`src/rtl/mem_bus_arbiter_pkg.sv`:
```
// Shared types for the I/D memory-port arbiter: FSM states, latched request record
// and the fixed instruction access size.
package mem_bus_arbiter_pkg;
   localparam int ARB_ADDR_W = 32;
   localparam int ARB_DATA_W = 32;
   localparam int ARB_STRB_W = ARB_DATA_W / 8;

   localparam logic [2:0] MSIZE_WORD = 3'b010;

   typedef enum logic [2:0] {IDLE, ADDR_I, ADDR_D, DATA_I, DATA_D} arb_state_t;

   // Field widths follow the package widths; the top defaults its parameters to them.
   typedef struct packed {
      logic [ARB_ADDR_W-1:0] addr;
      logic [2:0]            size;
      logic [ARB_STRB_W-1:0] strobe;
      logic [ARB_DATA_W-1:0] wdata;
   } arb_req_t;
endpackage

```
`src/rtl/mem_bus_arbiter_arb_pick.sv`:
```
// Two-input grant logic for the memory arbiter. Fixed D-over-I priority by default;
// MEM_ARB_ROUND_ROBIN_EN alternates contended grants using a 1-bit last-grant register.
module arb_pick (
`ifdef MEM_ARB_ROUND_ROBIN_EN
   input  logic clk,
   input  logic reset,
   input  logic load,
`endif
   input  logic req_i,
   input  logic req_d,
   output logic grant_d,
   output logic grant_any
);
   assign grant_any = req_i | req_d;

`ifdef MEM_ARB_ROUND_ROBIN_EN
   logic last_d;

   // On contention D wins only if I took the previous grant.
   assign grant_d = req_d & (~req_i | ~last_d);

   always_ff @(posedge clk) begin
      if (reset)     last_d <= 1'b0;
      else if (load) last_d <= grant_d;
   end
`else
   assign grant_d = req_d;
`endif
endmodule

```
`src/rtl/mem_bus_arbiter.sv`:
```
// Shares one memory handshake port between the instruction (I) and data (D) buses.
// Optional MEM_ARB_ROUND_ROBIN_EN selects round-robin arbitration in arb_pick.
module mem_bus_arbiter
   import mem_bus_arbiter_pkg::*;
#(
   parameter int ADDR_W = ARB_ADDR_W,
   parameter int DATA_W = ARB_DATA_W
) (
   input  logic                clk,
   input  logic                reset,
   input  logic                i_valid,
   input  logic [ADDR_W-1:0]   i_addr,
   output logic                i_addr_ok,
   output logic                i_data_ok,
   output logic [DATA_W-1:0]   i_rdata,
   input  logic                d_valid,
   input  logic [ADDR_W-1:0]   d_addr,
   input  logic [2:0]          d_size,
   input  logic [DATA_W/8-1:0] d_strobe,
   input  logic [DATA_W-1:0]   d_wdata,
   output logic                d_addr_ok,
   output logic                d_data_ok,
   output logic [DATA_W-1:0]   d_rdata,
   output logic                m_valid,
   output logic [ADDR_W-1:0]   m_addr,
   output logic [2:0]          m_size,
   output logic [DATA_W/8-1:0] m_strobe,
   output logic [DATA_W-1:0]   m_wdata,
   input  logic                m_addr_ok,
   input  logic                m_data_ok,
   input  logic [DATA_W-1:0]   m_rdata,
   output logic                m_owner_d
);
   arb_state_t state_q, state_d;
   arb_req_t   req_q, req_nxt;
   logic       owner_d_q;
   logic       load, done;
   logic       req_i_m, req_d_m, grant_d, grant_any;

   // In ADDR_x the owner's valid still belongs to the request being accepted,
   // so it must not count as a new request at a same-cycle completion.
   assign req_i_m = i_valid & (state_q != ADDR_I);
   assign req_d_m = d_valid & (state_q != ADDR_D);

   arb_pick u_pick (
`ifdef MEM_ARB_ROUND_ROBIN_EN
      .clk       (clk),
      .reset     (reset),
      .load      (load),
`endif
      .req_i     (req_i_m),
      .req_d     (req_d_m),
      .grant_d   (grant_d),
      .grant_any (grant_any)
   );

   always_comb begin
      req_nxt = '0;
      if (grant_d) begin
         req_nxt.addr   = d_addr;
         req_nxt.size   = d_size;
         req_nxt.strobe = d_strobe;
         req_nxt.wdata  = d_wdata;
      end else begin
         req_nxt.addr   = i_addr;
         req_nxt.size   = MSIZE_WORD;
      end
   end

   always_comb begin
      state_d   = state_q;
      load      = 1'b0;
      done      = 1'b0;
      m_valid   = 1'b0;
      i_addr_ok = 1'b0;
      i_data_ok = 1'b0;
      i_rdata   = '0;
      d_addr_ok = 1'b0;
      d_data_ok = 1'b0;
      d_rdata   = '0;
      case (state_q)
         IDLE: done = 1'b1;
         ADDR_I: begin
            m_valid   = 1'b1;
            i_addr_ok = m_addr_ok;
            if (m_addr_ok) begin
               if (m_data_ok) begin
                  i_data_ok = 1'b1;
                  i_rdata   = m_rdata;
                  done      = 1'b1;
               end else state_d = DATA_I;
            end
         end
         ADDR_D: begin
            m_valid   = 1'b1;
            d_addr_ok = m_addr_ok;
            if (m_addr_ok) begin
               if (m_data_ok) begin
                  d_data_ok = 1'b1;
                  d_rdata   = m_rdata;
                  done      = 1'b1;
               end else state_d = DATA_D;
            end
         end
         DATA_I: begin
            i_data_ok = m_data_ok;
            i_rdata   = m_rdata;
            done      = m_data_ok;
         end
         DATA_D: begin
            d_data_ok = m_data_ok;
            d_rdata   = m_rdata;
            done      = m_data_ok;
         end
         default: state_d = IDLE;
      endcase
      // Grant point: re-arbitrate immediately so back-to-back requests see no bubble.
      if (done) begin
         state_d = IDLE;
         if (grant_any) begin
            load    = 1'b1;
            state_d = grant_d ? ADDR_D : ADDR_I;
         end
      end
   end

   always_ff @(posedge clk) begin
      if (reset) begin
         state_q   <= IDLE;
         req_q     <= '0;
         owner_d_q <= 1'b0;
      end else begin
         state_q <= state_d;
         if (load) begin
            req_q     <= req_nxt;
            owner_d_q <= grant_d;
         end
      end
   end

   assign m_addr    = req_q.addr;
   assign m_size    = req_q.size;
   assign m_strobe  = req_q.strobe;
   assign m_wdata   = req_q.wdata;
   assign m_owner_d = owner_d_q;

   always @(posedge clk) begin
      assert (reset || !m_data_ok || m_addr_ok || state_q == DATA_I || state_q == DATA_D)
         else $error("mem_bus_arbiter: m_data_ok without an accepted address");
   end
endmodule
```
`config.mk`:
```
export PLATFORM = sky130hd
export DESIGN_NAME = mem_bus_arbiter
export DESIGN_NICKNAME = d
export VERILOG_FILES = /design/src/rtl/mem_bus_arbiter_pkg.sv /design/src/rtl/mem_bus_arbiter_arb_pick.sv /design/src/rtl/mem_bus_arbiter.sv
export SDC_FILE = /design/constraint.sdc
export NUM_CORES = 1
export LEC_CHECK = 0
export ABC_AREA = 1
export CAP_MARGIN = 15
export CORE_MARGIN = 4
export CORE_UTILIZATION = 34
export DETAILED_ROUTE_END_ITERATION = 10
export GPL_ROUTABILITY_DRIVEN = 1
export PLACE_DENSITY = 0.82
export SLEW_MARGIN = 20
export SYNTH_ARGS = -nofsm -noshare
export SYNTH_HDL_FRONTEND = slang
export SYNTH_SLANG_ARGS = --single-unit
```
`constraint.sdc`:
```
create_clock -name clk -period 1.8 [get_ports clk]
set_clock_uncertainty 0.05 [all_clocks]
set_input_delay 0.27 -clock clk [delete_from_list [all_inputs] [get_ports clk]]
set_output_delay 0.27 -clock clk [all_outputs]
set_load 0.05 [all_outputs]
```
Yosys cells after proc, flatten, opt, wreduce, memory -nomap -nowiden
Cells that the tools add are included.
- bits in registers: 75
- bits of input ports: 141
- output and inout port bits: 141
- logic and storage cells: 49
- equal/unequal tests: 11
- mux-type cells: 24
- bitwise logic cells: 3
- reductions and logical operators: 5
- operators by type and width (kind ; count):
    $pmux 32 s2 ; 2
    $mux 32 ; 2
    $mux 36 ; 1
    $mux 35 ; 1
    $mux 3 ; 5
    $ne 3x3->1 const B ; 4
    $pmux 3 s3 ; 1
    $mux 1 ; 7
    $eq 3x2->1 const B ; 2
    $reduce_and 5->1 ; 1
    $mux 2 ; 2
    $pmux 1 s2 ; 2
    $reduce_or 2->1 ; 2
    $eq 3x1->1 const B ; 1
    $eq 3x3->1 const B ; 1
    $logic_not 3->1 ; 1
    $ne 3x1->1 const B ; 1
    $ne 3x2->1 const B ; 1
    $pmux 1 s3 ; 1
    $reduce_or 3->1 ; 1
    $and 1x1->1 ; 2
    $ne 2x1->1 const B ; 1
    $or 1x1->1 ; 1

Logic depth before layout (Yosys ltp)
- depth after elaboration: 5
- mapped depth: 10
- depth with buffers taken out: 9

Cells and area by module
A second synthesis with hierarchy kept.
- cells, all modules: 532
- area total of the unflattened synthesis: 4515.6 um^2
- by module, submodules not included (module ; instances ; cells an instance ; area an instance (um^2) ; seq. area each (um^2)):
    mem_bus_arbiter ; 1 ; 528 ; 4496.8 ; 1501.4
    arb_pick ; 1 ; 4 ; 18.8 ; 0.0

Least setup slack after synthesis
Ideal clock, no wire load.
- path type: flip-flop to output port
- from: register state_q[1]
- to: output port i_data_ok
- arrival time: 1.671 ns
- slack: -0.191 ns
- cell stages (with the launch flop): 7
- path buffers: 1
- cell sequence: dfxtp_1 nor2_1 nand2_1 o21ai_0 inv_1 buf_1 nor2_1
- longest elaborated chain between the ends: 2
- RTL lines (what ; RTL line ; RTL):
    from (decl) ; mem_bus_arbiter.sv:34 ; arb_state_t state_q, state_d;
    from (signal assigned) ; mem_bus_arbiter.sv:133 ; state_q <= state_d;
    $eq 3x2->1 or $eq 3x1->1 (tied branches) ; mem_bus_arbiter.sv:81 ; case (state_q)
    $pmux 1 s2 (*) ; mem_bus_arbiter.sv:81 ;
    to (decl) ; mem_bus_arbiter.sv:14 ; output logic i_data_ok,
Every way passes the cells marked *; elsewhere a longest branch is shown, timed or not.

Worst setup path in the final report
- from: register state_q[2]
- to: output port i_rdata[16]
- longest elaborated chain between the ends: 2
- RTL lines (what ; RTL line ; RTL):
    $eq 3x2->1 or $eq 3x1->1 (tied branches) ; mem_bus_arbiter.sv:81 ;
    $pmux 32 s2 (*) ; mem_bus_arbiter.sv:81 ;
    to (decl) ; mem_bus_arbiter.sv:15 ; output logic [DATA_W-1:0] i_rdata,
Marks and branches as above.

==> impl_metrics.tcl <==
set metrics [dict create \
    fmax_ghz 0.4956 \
    synth_ff_type "dfxtp_1" \
    grt_start_max_net_pins 45 \
    synth_most_common_cell "nand2_1" \
    routed_wl_mm 19.58 \
    crit_top_cell "inv_4" \
    rows 37 \
    fillers 663 \
    synth_common_cells "153 x nand2_1, 144 x nor2_1, 75 x dfxtp_1" \
    synth-seq-cells 75 \
    path_max_fanout 8 \
    htree_levels 3 \
    rsz0062_at_grt "yes" \
    cts_hold_buf 0 \
    start_util_pct 35.04 \
    holdWs_ns 0.4145 \
    grt_util_all_layers_pct 25.32 \
    placed_cells 977 \
    crit_path_end_kind "output port" \
    clkSinkCount 75 \
    synth_seq_area_share_pct 41.32 \
    grt_pass1_vias 5091 \
    antenna_left 0 \
    syn_avg_cell_area_um2 6.265 \
    fin_crit_ns 2.018 \
    grt_overflow_total 0 \
    slowest_delay_ns 0.37 \
    utilization_pct 77.35 \
    peakVddDrop_mv 1.114 \
    fin_ws_ns -0.2180 \
    design_area_um2 8021 \
    path_cells "inv_4 -> buf_4 -> nand3_2 -> o21ai_4 -> inv_4 -> clkbuf_16 -> nor2_4 -> buf_12" \
    yosys_warnings 0 \
    drive_gt1_share_pct 29.87 \
    clock_path_buffers 2 \
    num_io_pins 282 \
    via_per_inst 5.097 \
    arrival_ns 1.70 \
    cts_root_buf "clkbuf_8" \
    cts_tree "built" \
    ys_top_cells_by_area "dfxtp_1 41%, nand2_1 16%, nor2_1 15%, a21oi_1 5.6%, nand3_1 5.6%" \
    cpMaxStageDelayCell "dfxtp_4" \
    syn_area_um2 3633 \
    synth_edf_count 0 \
    crit_type "register to output port" \
    report.final.slew_viol_count 0 \
    place_congestion 0.9613 \
    vias 5117 \
    maxCapViolations 0 \
    synth.distinct_cells 21 \
    yosysTopAreaCell "dfxtp_1" \
    antenna_found_initial 2 \
    die_w_um 111.4 \
    p_per_area_nw_per_um2 1808 \
    hold_viol 0 \
    synthesis.nets 721 \
    min_period_over_period_pct 112.1 \
    routedWlPerCell_um 19.51 \
    p_total_mw 14.51 \
    netlist_instances 580 \
    p_leak_nw 3.583 \
    dr.pass1.iters 5 \
    drc_errors 0 \
    cts.clk_slew.worst_paths_ns 0.08 \
    yosysTopAreaCellShare_pct 41.32 \
    post_dp_cell_area_um2 6844 \
    violations "setup timing" \
    dp_hpwl_mm 11.78 \
    area_delta_synth_final_pct 120.8 \
    relSlewSlack_pct 65.90 \
    setup_viol 73 \
    cts_buffers 9 \
    cp.required_ns 1.48 \
    place.port_buffers 281 \
    grt_pass1_wl_mm 25.72 \
    drt_first_iter_violations 519 \
    synth-async-reset-ratio_pct 0 \
    fin_cells 1004 \
    layout.nets 1004 \
    worstMarginPinSlew_ns 0.5135 \
    hold_path_class "register to register" \
    status "complete, but fails checks" \
    core_area_um2 10370 \
    clkLatencyLatePin_ns 0.32 \
    die-area_um2 12400 \
    die_h_um 111.4 \
    start_kind "register" \
]
==> through the flow <==
stage | setup TNS (ns) | setup slack, ns
6_report | -12.44 | -0.2180
3_3_place_gp | -6.557 | -0.1361
5_1_grt | -15.48 | -0.2672
4_1_cts | -6.230 | -0.1488
2_1_floorplan | -9.039 | -0.1912
3_5_place_dp | -8.656 | -0.1875
==> cell type report <==
class | count | area, um2 | share of cell area, %
Antenna cell | 1 | 2.502 | 0.03120
Clock buffer | 11 | 151.4 | 1.887
Clock inverter | 4 | 48.80 | 0.6083
Inverter | 43 | 168.9 | 2.106
Multi-Input combinational cell | 425 | 2366 | 29.50
Sequential cell | 75 | 1513 | 18.86
Tap cell | 136 | 170.2 | 2.121
Timing Repair Buffer | 309 | 3601 | 44.89
==> sequential cells by signal (all words and copies together) (netlist names) <==
name and cells:
m_strobe 4, state_q 3, m_owner_d 1, m_wdata 32
m_size 3, m_addr 32
==> critical path: cells and delay by family (launching register included) <==
| family | cells | cell delay [ns] |
|---|---|---|
| compound gates | 1 | 0.11 |
| flops | 1 | 0.37 |
| buf+inv | 5 | 0.65 |
| simple gates | 2 | 0.25 |
==> final timing paths <==
path,slack (ns),cells after the start,startpoint,endpoint
setup reg to reg,-0.08,8,state_q[1],state_q[1]
setup / recovery,-0.22,8,state_q[2],i_rdata[16]
hold / removal,0.41,2,m_wdata[6],m_wdata[6]
hold reg to reg,0.41,2,m_wdata[6],m_wdata[6]
==> cell families (layout without fill, tap and decap cells) <==
logic type / count (synthesis) / in the layout / share of synthesized area, %
flops: 75 / 75 / 41.32
compound gates: 78 / 78 / 10.95
other cells: 0 / 1 / 0
buf+inv: 80 / 367 / 9.263
simple gates: 347 / 347 / 38.46
==> where the power goes <==
group          switching (mW)  total (mW)  internal, mW
Combinational            6.85        10.6          3.71
Clock                   0.598        1.31         0.710
Sequential              0.370        2.64          2.27
==> metal layers <==
metal | vias up | wire length, um | part of all wire (%) | track usage [%]
li1 | 2378 | - | - | -
met1 | 2381 | 6900 | 35 | 26.61
met4 | 2 | 770 | 3.9 | 8.597
met5 | - | 13 | 0.066 | 0
met2 | 299 | 10060 | 51 | 46.80
met3 | 57 | 1834 | 9.4 | 8.913
==> cells in the final DEF, fill, tap and decap left out, types with 4 or more instances in the layout <==
master,synthesis,routed
o21ai_1,9,17
buf_12,0,45
a21oi_1,41,41
dlygate4sd2_1,0,11
clkbuf_16,0,4
clkbuf_8,0,11
nand3_1,41,40
inv_1,41,38
o21ai_0,25,16
clkdlybuf4s50_1,0,139
nand2_1,153,150
buf_8,0,20
dfxtp_1,75,72
nand2_2,3,4
nor2_1,144,75
dlymetal6s2s_1,0,4
buf_6,0,15
buf_4,4,68
nor2_4,0,68
==> timing repair <==
item                                    CTS  global route
resized for setup                       138            93
buffers inserted                          2             2
gates cloned                              3             4
endpoints found under the setup margin   78           101
pin swaps                                 1             4
Power figures use the tool's default switching activity.
